### config.mk
export PLATFORM = sky130hd
export DESIGN_NAME = counter_tick_gen
export DESIGN_NICKNAME = d
export VERILOG_FILES = /design/src/rtl/counter_tick_gen.sv
export SDC_FILE = /design/constraint.sdc
export NUM_CORES = 1
export LEC_CHECK = 0
export ABC_AREA = 1
export CORE_ASPECT_RATIO = 0.75
export CORE_MARGIN = 2
export CORE_UTILIZATION = 55
export CTS_CLUSTER_SIZE = 10
export DETAILED_ROUTE_END_ITERATION = 10
export DONT_BUFFER_PORTS = 1
export GPL_TIMING_DRIVEN = 0
export PLACE_DENSITY_LB_ADDON = 0.12
export SLEW_MARGIN = 20
export SYNTH_ARGS = -nofsm -noshare
export SYNTH_HDL_FRONTEND = slang
export SYNTH_SLANG_ARGS = --single-unit
### constraint.sdc
create_clock -name clk -period 1.95 [get_ports clk]
set_input_delay 0.195 -clock clk [delete_from_list [all_inputs] [get_ports clk]]
set_output_delay 0.195 -clock clk [all_outputs]
set_load 0.01 [all_outputs]
### src/rtl/counter_tick_gen.sv
// Prescaled tick generator with run/stop/burst control feeding the modulus counter enable.
// Build option TICK_SYNC_EN: synchronize and edge-detect the start/stop/burst_go command inputs.
//
// state | meaning
// IDLE  | no ticks, prescaler parked at 0
// RUN   | free-running ticks every div_q+1 cycles
// BURST | ticking until remaining_q reaches zero, then back to IDLE

module counter_tick_gen #(
   parameter int DIV_WIDTH   = 16,
   parameter int DIV_RESET   = 9,
   parameter int BURST_WIDTH = 8
) (
   input  logic                   clk,
   input  logic                   rst,
   input  logic                   start,
   input  logic                   stop,
   input  logic                   burst_go,
   input  logic [BURST_WIDTH-1:0] burst_len,
   input  logic                   div_load,
   input  logic [DIV_WIDTH-1:0]   div_value,
   output logic                   tick,
   output logic                   running,
   output logic [1:0]             state_o,
   output logic                   done
);

   typedef enum logic [1:0] {
      IDLE  = 2'b00,
      RUN   = 2'b01,
      BURST = 2'b10
   } state_t;

   state_t                 state_q, state_d;
   logic [DIV_WIDTH-1:0]   pre_cnt_q, pre_cnt_d;
   logic [DIV_WIDTH-1:0]   div_q, div_d;
   logic [BURST_WIDTH-1:0] remaining_q, remaining_d;
   logic                   tick_q, tick_d;
   logic                   done_q, done_d;

   logic cmd_start;
   logic cmd_stop;
   logic cmd_burst;

`ifdef TICK_SYNC_EN
   // bit order: {burst_go, stop, start}; the registered edge pulse gives 3 cycles of latency
   logic [2:0] sync1_q, sync2_q, sync3_q, cmd_q;

   always_ff @(posedge clk) begin
      if (rst) begin
         sync1_q <= '0;
         sync2_q <= '0;
         sync3_q <= '0;
         cmd_q   <= '0;
      end else begin
         sync1_q <= {burst_go, stop, start};
         sync2_q <= sync1_q;
         sync3_q <= sync2_q;
         cmd_q   <= sync2_q & ~sync3_q;
      end
   end

   assign cmd_start = cmd_q[0];
   assign cmd_stop  = cmd_q[1];
   assign cmd_burst = cmd_q[2];
`else
   assign cmd_start = start;
   assign cmd_stop  = stop;
   assign cmd_burst = burst_go;
`endif

   logic active;
   logic terminal;
   logic tick_ok;

   assign active   = (state_q != IDLE);
   assign terminal = (pre_cnt_q == div_q);
   // a divisor load restarts the phase, so it suppresses the tick on its edge
   assign tick_ok  = active && terminal && !div_load;

   always_comb begin
      state_d     = state_q;
      pre_cnt_d   = pre_cnt_q;
      remaining_d = remaining_q;
      div_d       = div_q;
      tick_d      = 1'b0;
      done_d      = 1'b0;

      if (active) begin
         pre_cnt_d = terminal ? '0 : pre_cnt_q + DIV_WIDTH'(1);
      end

      case (state_q)
         IDLE: begin
            if (!cmd_stop) begin
               if (cmd_start) begin
                  state_d   = RUN;
                  pre_cnt_d = '0;
               end else if (cmd_burst && (burst_len != '0)) begin
                  state_d     = BURST;
                  remaining_d = burst_len;
                  pre_cnt_d   = '0;
               end
            end
         end
         RUN: begin
            if (cmd_stop) begin
               state_d   = IDLE;
               pre_cnt_d = '0;
            end else begin
               tick_d = tick_ok;
            end
         end
         BURST: begin
            if (cmd_stop) begin
               state_d     = IDLE;
               remaining_d = '0;
               pre_cnt_d   = '0;
            end else if (cmd_start) begin
               state_d     = RUN;
               remaining_d = '0;
               tick_d      = tick_ok;
            end else if (tick_ok) begin
               tick_d = 1'b1;
               if (remaining_q == BURST_WIDTH'(1)) begin
                  done_d      = 1'b1;
                  state_d     = IDLE;
                  remaining_d = '0;
               end else begin
                  remaining_d = remaining_q - BURST_WIDTH'(1);
               end
            end
         end
         default: begin
            state_d     = IDLE;
            pre_cnt_d   = '0;
            remaining_d = '0;
         end
      endcase

      if (div_load) begin
         div_d     = div_value;
         pre_cnt_d = '0;
      end
   end

   always_ff @(posedge clk) begin
      if (rst) begin
         state_q     <= IDLE;
         pre_cnt_q   <= '0;
         div_q       <= DIV_WIDTH'(DIV_RESET);
         remaining_q <= '0;
         tick_q      <= 1'b0;
         done_q      <= 1'b0;
      end else begin
         state_q     <= state_d;
         pre_cnt_q   <= pre_cnt_d;
         div_q       <= div_d;
         remaining_q <= remaining_d;
         tick_q      <= tick_d;
         done_q      <= done_d;
      end
   end

   assign tick    = tick_q;
   assign done    = done_q;
   assign running = (state_q != IDLE);
   assign state_o = state_q;

endmodule

Word level (Yosys, flattened, before mapping)

Cells that the tools add are included.

Output and inout port bits: 5
Flip-flop bits (word level): 44
Word-level logic and storage cells: 64
Bits of input ports: 30

Bitwise operators: 3
Add/subtract/negate cells: 2
Eq/ne operators: 11
Reduce and logical (&&, ||, !) cells: 12
Multiplexer cells: 30

Operators with widths:

| operator              | number |
|---|---|
| $mux 16               | 6 |
| $mux 8                | 7 |
| $pmux 16 s2           | 1 |
| $pmux 8 s3            | 1 |
| $add 16x1->16 const B | 1 |
| $eq 16x16->1          | 1 |
| $mux 2                | 8 |
| $reduce_and 5->1      | 2 |
| $eq 8x1->1 const B    | 1 |
| $ne 2x2->1 const B    | 4 |
| $ne 4x4->1 const B    | 2 |
| $reduce_bool 8->1     | 1 |
| $sub 8x1->8 const B   | 1 |
| $pmux 2 s3            | 1 |
| $mux 1                | 5 |
| $reduce_or 5->1       | 1 |
| $reduce_or 2->1       | 2 |
| $logic_and 1x1->1     | 3 |
| $ne 3x3->1 const B    | 1 |
| $not 1->1             | 3 |
| $eq 2x1->1 const B    | 1 |
| $eq 2x2->1 const B    | 1 |
| $logic_not 2->1       | 1 |
| $pmux 1 s2            | 1 |
| 2 further kinds       | 2 |

Depth between registers and ports, before layout

Gate-level depths: netlist of the first run.

Depth after elaboration: 7
Mapped depth: 13

Worst setup path after synthesis of the first run

OpenSTA, ideal clock, no wires.

Path kind: register to register
From: register state_q[0] (netlist: state_o[0])
To: register remaining_q[5]
Arrival time: 1.722 ns
Data required time: 1.835 ns
Path buffers: 1
Path slack: 0.113 ns
Cell stages (with the launch flop): 14
Period minus slack after synthesis: 1.837 ns
Cells stage by stage: dfxtp_1 > inv_1 > ha_1 > inv_4 > nand2_1 > nor2_1 > nand2_1 > nor2_2 > nand4_2 > nand2_4 > buf_6 > nand3_1 > nand2_1 > nor2_1

Longest elaborated chain between the ends: 5

Ends and longest elaborated chain:

| element                        | line | source |
|---|---|---|
| from (decl)                    | 34   | `state_t state_q, state_d;` |
| from (signal assigned)         | 156  | `state_q <= state_d;` |
| $reduce_bool 2->1              | n/a  |  |
| via running                    | 23   | `output logic running,` |
| $logic_and 1x1->1 (2 in a row) | 79   | `assign tick_ok = active && terminal && !div_load;` |
| $ne 4x4->1 (no line)           | n/a  |  |
| $reduce_and 5->1 (no line)     | n/a  |  |
| to (signal assigned)           | 159  | `remaining_q <= remaining_d;` |
| to (decl)                      | 37   | `logic [BURST_WIDTH-1:0] remaining_q, remaining_d;` |

The timed path passes the listed nets, and every way through them passes these cells.
A chain may end at the register's enable or synchronous reset.

Worst setup path after layout of the first run

From: register state_q[1] (netlist: state_o[1])
To: register remaining_q[5]

The elaborated chain is that of the path after synthesis.

==> results of run 1 <==
[routing by layer]
metal,part of all wire,vias up,global-route usage
met5,0,-,0
met4,0.0081,0,0.0508
met3,0.057,6,0.0557
met2,0.38,55,0.323
met1,0.56,976,0.391
li1,-,1169,-
[what timing repair did]
item,4_1_cts,5_1_grt
hold buffers,1,0
resized for setup,6,4
setup buffers,3,2
hold endpoints to repair,1,0
endpoints found under the setup margin,23,21
cloned,1,0
pin swaps,1,3
[registers in the layout, summed over array words and instances (netlist names)]
register	flops
div_q	16
state_o	2
remaining_q	8
done	1
tick	1
pre_cnt_q	16
[worst reg2reg max path: stages, from the launching register on]
cell     delay [ps]
dfxtp_4         390
inv_2            60
ha_4            180
inv_6            90
nand2_1          70
nor2_1          100
nand2_1          70
nor2_2          130
nand4_2         150
nand2_4         150
buf_8           150
nand3_1          70
nand2_1          60
nor2_1           40
[logic make-up after synthesis]
kind of cell / after synthesis / synth area share
xor+xnor: 17 / 0.0619
buf+inv: 48 / 0.0817
simple gates: 184 / 0.329
compound gates: 55 / 0.124
fa+ha+maj: 7 / 0.0364
flops: 44 / 0.366
[report_power, final]
| group | total, mW | leakage [nW] | internal, mW | switching [mW] |
|---|---|---|---|---|
| Clock | 0.595 | 0.0455 | 0.290 | 0.305 |
| Sequential | 1.18 | 0.362 | 1.04 | 0.144 |
| Combinational | 1.52 | 0.697 | 0.651 | 0.867 |
| Total | 3.30 | 1.11 | 1.98 | 1.32 |
[path summary, 6_finish.rpt]
kind	slack, ps	startpoint	end
hold reg to reg	470	div_q[2]$_SDFFE_PP0P_	div_q[2]$_SDFFE_PP0P_
hold / removal	30	div_value[0]	div_q[0]$_SDFFE_PP1P_
setup / recovery	140	state_o[1]$_SDFFE_PP0P_	remaining_q[5]$_SDFFE_PP0P_
setup reg to reg	140	state_o[1]$_SDFFE_PP0P_	remaining_q[5]$_SDFFE_PP0P_
[Yosys cell counts (all sizes together)]
library cell | instances | share of area
a22oi | 3 | 0.0094
o21ai | 24 | 0.050
buf | 5 | 0.014
ha | 7 | 0.036
xnor2 | 7 | 0.025
dfxtp | 44 | 0.37
a21oi | 21 | 0.044
nor3 | 9 | 0.019
nand3 | 19 | 0.042
a21boi | 1 | 0.0031
o21bai | 1 | 0.0031
nand3b | 3 | 0.0094
clkbuf | 5 | 0.0078
nor2 | 68 | 0.11
nand4 | 5 | 0.016
or2 | 4 | 0.010
inv | 38 | 0.060
nor4 | 1 | 0.0052
a31o | 1 | 0.0036
xor2 | 10 | 0.036
o211ai | 2 | 0.0062
o22ai | 2 | 0.0052
nand2 | 75 | 0.12
[final cells by class]
cell class	count	area [um2]
Timing Repair Buffer	6	72.6
Buffer	10	55.1
Timing Repair inverter	1	7.51
Fill cell	399	1460
Multi-Input combinational cell	263	1340
Inverter	38	148
Tap cell	55	68.8
Clock buffer	8	90.1
Sequential cell	44	888
[cells in the final DEF (no fill, tap or decap), types with 2 or more instances in the layout]
cell and count:
xor2_1 10, dfxtp_4 2, xnor2_1 7, clkbuf_1 7
dfxtp_1 42, a22oi_1 3, clkbuf_8 6, nor2_2 2
o22ai_1 2, a21oi_1 21, inv_2 6, or2_2 3
o21ai_0 23, buf_2 2, nand3b_1 3, nand2_1 74
nand4_1 4, o211ai_1 2, buf_12 2, buf_4 4
nand3_1 18, ha_1 6, nor3_1 9, inv_1 31
nor2_1 66
[metrics by stage]
step / setup slack [ps] / TNS (ps) / cells
floorplan: 113 / 0 / 355
global placement: -199 / -3030 / 410
detailed placement: -229 / -3680 / 410
CTS: 42.2 / 0 / 423
global route: 6.32 / 0 / 425
finish: 137 / 0 / 425
==> results.md, run 1 <==
- Post-route cell area: 0.00267 mm2
- Slew headroom: 0.649
- CP Max Fanout: 10
- Vias in the first global route: 1,918
- Worst Path Arrival: 2000 ps
- Area added between synthesis and finish: 11.0%
- DR vias/cell: 5.19
- Warnings, synthesis: 0
- Nets: 406
- Mapped Nets: 392
- First-pass GRT wire length: 9050 um
- Avg WL per Cell: 13.4 um
- Pleak: 1.11 nW
- Post-synthesis average cell area: 6.77 um2
- Antenna violations before repair: 0
- Port Buffers: 0
- Final core occ: 0.647
- Min-Delay Path Class: in2reg
- Total Wirelength: 5700 um
- Crit path buffers/inverters: 3
- CP Data Required Time: 2140 ps
- Cell area after placement: 0.00247 mm2
- HPWL Detailed: 4200 um
- Min Tclk post-route: 1810 ps
- Sequential-to-total area share from yosys stat: 0.366
- Final estimated routing congestion in global placement: 0.891
- Crit. End Element: register
- Final Hold Violating Endpoints: 0
- Critical path, cell by cell: inv_2, ha_4, inv_6, nand2_1, nor2_1, nand2_1, nor2_2, nand4_2, nand2_4, buf_8, nand3_1, nand2_1, nor2_1
- Critical path's largest stage delay: 390 ps
- Max Clock Skew: 8.99 ps
- GR Overflow Total: 0
- CP most frequent cell: nand2_1
- Initial Util: 0.582
- Clock root cell: clkbuf_8
- CP Class: reg2reg
- Synthesized area: 0.00240 mm2
- Deepest clock path buffer count: 2
- # rows: 20
- VDD IR max: 0.925 mV
- Die width: 80.4 um
- Die Ht: 61.3 um
- Crit path max-delay family: simple AND/OR/NAND/NOR gates
- CP startpoint kind: register
- Worst-Margin Slew: 526 ps
- # setup viols final: 0
- GRT Total Usage: 0.243
- Outcome: finished, final reports clean
- Hold Slack: 25.6 ps
- DRT Pass-1 Iters: 4
- Fin. max-slew vios: 0
- CTS tree: yes
- Residual DRC: 0
- Tcrit/Tclk final: 0.930
- Fmax: 0.551 GHz
- Overall Power: 3.30 mW
- Ports: 35
- CP Depth: 13
- Hold Crit Depth: 2
- Number of buffers created by CTS: 5
- Largest net degree at the start of global routing: 13
- CP max stage cell: dfxtp_4
- #FFs+latches synth: 44
- Synth cell types: 34
- Htree depth: 2
- Reg clk slew, reported paths: 90 ps
- Core footprint: 0.00413 mm2
- R2r worst-path depth: 13
- Vias: 2,206
- RSZ-0062 raised after global routing: false
- Layout cells sized above 1: 0.0973
- Clock latency on the worst-skew pair: 290 ps
- PD cells: 1230 mW/mm2
- Clock sink total: 44
- Ant. Diodes: 0
- Mapped Cells: 355
- ANT nets after route: 0
- Number of DRC markers after the initial detailed-route iteration: 168
- Max-cap violation count: 0
- Die ar.: 0.00492 mm2
No activity file was read; power rests on OpenSTA's default activity.
==> run 2: changes to the inputs <==
Settings changed: MAX_ROUTING_LAYER from default to met4, PLACE_DENSITY from default to 0.7, PLACE_DENSITY_LB_ADDON 0.12 to default.
==> run 2 against run 1 <==
Net effect: via count up 1.7%; design area down 1.7%; maximum frequency shrank 0.63%; utilization shrank 1.1 points; largest cell class unchanged; count of clock-buffer cells in the layout down 3; first-iteration DRC count increased by 26%; sequential cell count unchanged; non-clock buffer count shrank 2.
==> results.md, run 2 (same netlist as run 1, synthesis figures left out) <==
- Crit. End Element: register
- First-pass GRT wire length: 9130 um (+0.92%)
- CP Max Fanout: 10 (unchanged)
- Antenna violations before repair: 0 (unchanged)
- Cell area after placement: 0.00247 mm2 (unchanged)
- CP Class: reg2reg
- Port Buffers: 0 (unchanged)
- CTS tree: yes
- Vias in the first global route: 1,945 (+1.4%)
- GRT Total Usage: 0.255 (+0.0123)
- VDD IR max: 0.761 mV (-18%)
- Ports: 35 (unchanged)
- Switch share: 0.403 (+0.00330)
- Hold Slack: 39.4 ps (+13.8 ps)
- Final Instance Count excl. Fillers: 420 (-1.2%)
- Worst-Margin Slew: 551 ps (+24.9 ps)
- Outcome: finished, final reports clean
- Largest registers: div_q: 16 flops, pre_cnt_q: 16 flops, remaining_q: 8 flops
- Die ar.: 0.00492 mm2 (unchanged)
- Min Tclk post-route: 1820 ps (+11.5 ps)
- Clock root cell: clkbuf_8
- Avg WL per Cell: 13.3 um (-0.65%)
- DRT Pass-1 Iters: 5 (+1)
- RSZ-0062 raised after global routing: false
- Vias: 2,244 (+1.7%)
- Final estimated routing congestion in global placement: 0.884 (-0.72%)
- # setup viols final: 0 (unchanged)
- Overall Power: 3.12 mW (-5.4%)
- Pleak: 1.08 nW (-2.1%)
- Htree depth: 2 (unchanged)
- Pint: 1.86 mW (-5.9%)
- Fin. max-slew vios: 0 (unchanged)
- Die width: 80.4 um (unchanged)
- Commonest non-fill, non-tap cell in the layout: nand2_1
- Largest net degree at the start of global routing: 12 (-1)
- Reg clk slew, reported paths: 80 ps (about the same)
- Setup TNS: 0 ps (unchanged)
- Worst Path Arrival: 2010 ps (about the same)
- Core footprint: 0.00413 mm2 (unchanged)
- Deepest clock path buffer count: 2 (unchanged)
- Total net switching power: 1.25 mW (-4.6%)
- GR Overflow Total: 0 (unchanged)
- Total Wirelength: 5600 um (-1.8%)
- Post-route cell area: 0.00262 mm2 (-1.7%)
- Max-cap violation count: 0 (unchanged)
- Number of buffers created by CTS: 5 (unchanged)
- Area added between synthesis and finish: 9.11%
- Ant. Diodes: 0 (unchanged)
- Clock sink total: 44 (unchanged)
- HPWL Detailed: 4280 um (+1.8%)
- Setup ws final: 125 ps (-11.5 ps)
- DR vias/cell: 5.34 (+2.9%)
- PD cells: 1190 mW/mm2 (-3.7%)
- # rows: 20 (unchanged)
- Dpl cells: 410 (unchanged)
- Layout cells sized above 1: 0.0877 (-0.00963)
- Min-Delay Path Class: in2reg
- Combinational share of power: 0.460 (about the same)
- Tcrit/Tclk final: 0.936 (+0.00588)
- CP startpoint kind: register
- Reg power frac: 0.379 (+0.020)
- Final Hold Violating Endpoints: 0 (unchanged)
- Layout fillers: 413 (+3.5%)
- Residual DRC: 0 (unchanged)
- Share of power burned in the clock network: 0.161 (-0.020)
- Most frequent cells in the layout: 74 x nand2_1, 65 x nor2_1, 42 x dfxtp_1
- CP Data Required Time: 2130 ps (about the same)
- Die Ht: 61.3 um (unchanged)
- Slew headroom: 0.632 (-0.0166)
- Number of DRC markers after the initial detailed-route iteration: 211 (+26%)
- Fmax: 0.548 GHz (-0.63%)
- Max Clock Skew: 6.82 ps (-2.16 ps)
- Nets: 404 (-0.49%)
- Clock latency on the worst-skew pair: 290 ps (about the same)
- Initial Util: 0.582 (unchanged)
- Final core occ: 0.635 (-0.0112)
- Setup WS pre-CTS: -235 ps (-5.79 ps)
- ANT nets after route: 0 (unchanged)
run 2: cell count changes in the layout (fill, tap and decap cells not counted), sizes merged:
| cell | change |
|---|---|
| clkbuf | -3 |
| buf | -2 |
run 2: critical path: stages, from the launching register on:
cell	delay [ps]
dfxtp_4	390
inv_1	90
ha_4	190
buf_4	150
nand2_1	70
o21ai_0	80
or2_2	320
nand3_2	110
buf_2	240
nor2_1	70
run 2: layout make-up:
class                   count  area [um2]  share of cell area
multi-input cells         263        1340               0.512
flip-flops and latches     44         888               0.339
inverters                  38         148              0.0563
clock buffers               5        68.8              0.0262
well taps                  55        68.8              0.0262
plain buffers              10        55.1              0.0210
repair buffers              4        45.0              0.0172
repair inverters            1        7.51             0.00286
run 2: repair_timing:
action | CTS | global route
gates cloned | 1 | 0
endpoints found under the hold margin | 1 | 0
buffers inserted | 2 | 1
hold buffers | 1 | 0
pin swaps | 1 | 3
resized for setup | 6 | 3
endpoints found under the setup margin | 22 | 22
run 2: power by group through the flow:
stage               Sequential, mW  Clock [mW]  Combinational [mW]
finish                        1.18       0.503                1.43
floorplan                     1.15           0                1.07
global route                  1.21       0.561                1.62
detailed placement            1.18           0                1.29
CTS                           1.18       0.515                1.39
global placement              1.18           0                1.28
run 2: worst paths after layout:
check | cells past startpoint | slack (ps) | start | endpoint
setup / recovery | 9 | 130 | state_o[1]$_SDFFE_PP0P_ | pre_cnt_q[14]$_SDFF_PP0_
hold reg to reg | 2 | 480 | div_q[2]$_SDFFE_PP0P_ | div_q[2]$_SDFFE_PP0P_
setup reg to reg | 9 | 130 | state_o[1]$_SDFFE_PP0P_ | pre_cnt_q[14]$_SDFF_PP0_
hold / removal | 2 | 40 | div_value[3] | div_q[3]$_SDFFE_PP1P_
run 2: metal layers:
layer	up-vias	GRT usage	part of all wire
met2	59	0.351	0.39
met5	-	-	0
li1	1161	-	-
met1	1020	0.386	0.54
met4	0	0.0508	0.0046
met3	4	0.0484	0.071
==> run 3: changes to the inputs <==
Settings changed: SLEW_MARGIN 20 to 30.
==> results of run 3 <==
The final DEF is identical to that of run 2; final timing and power are the same.
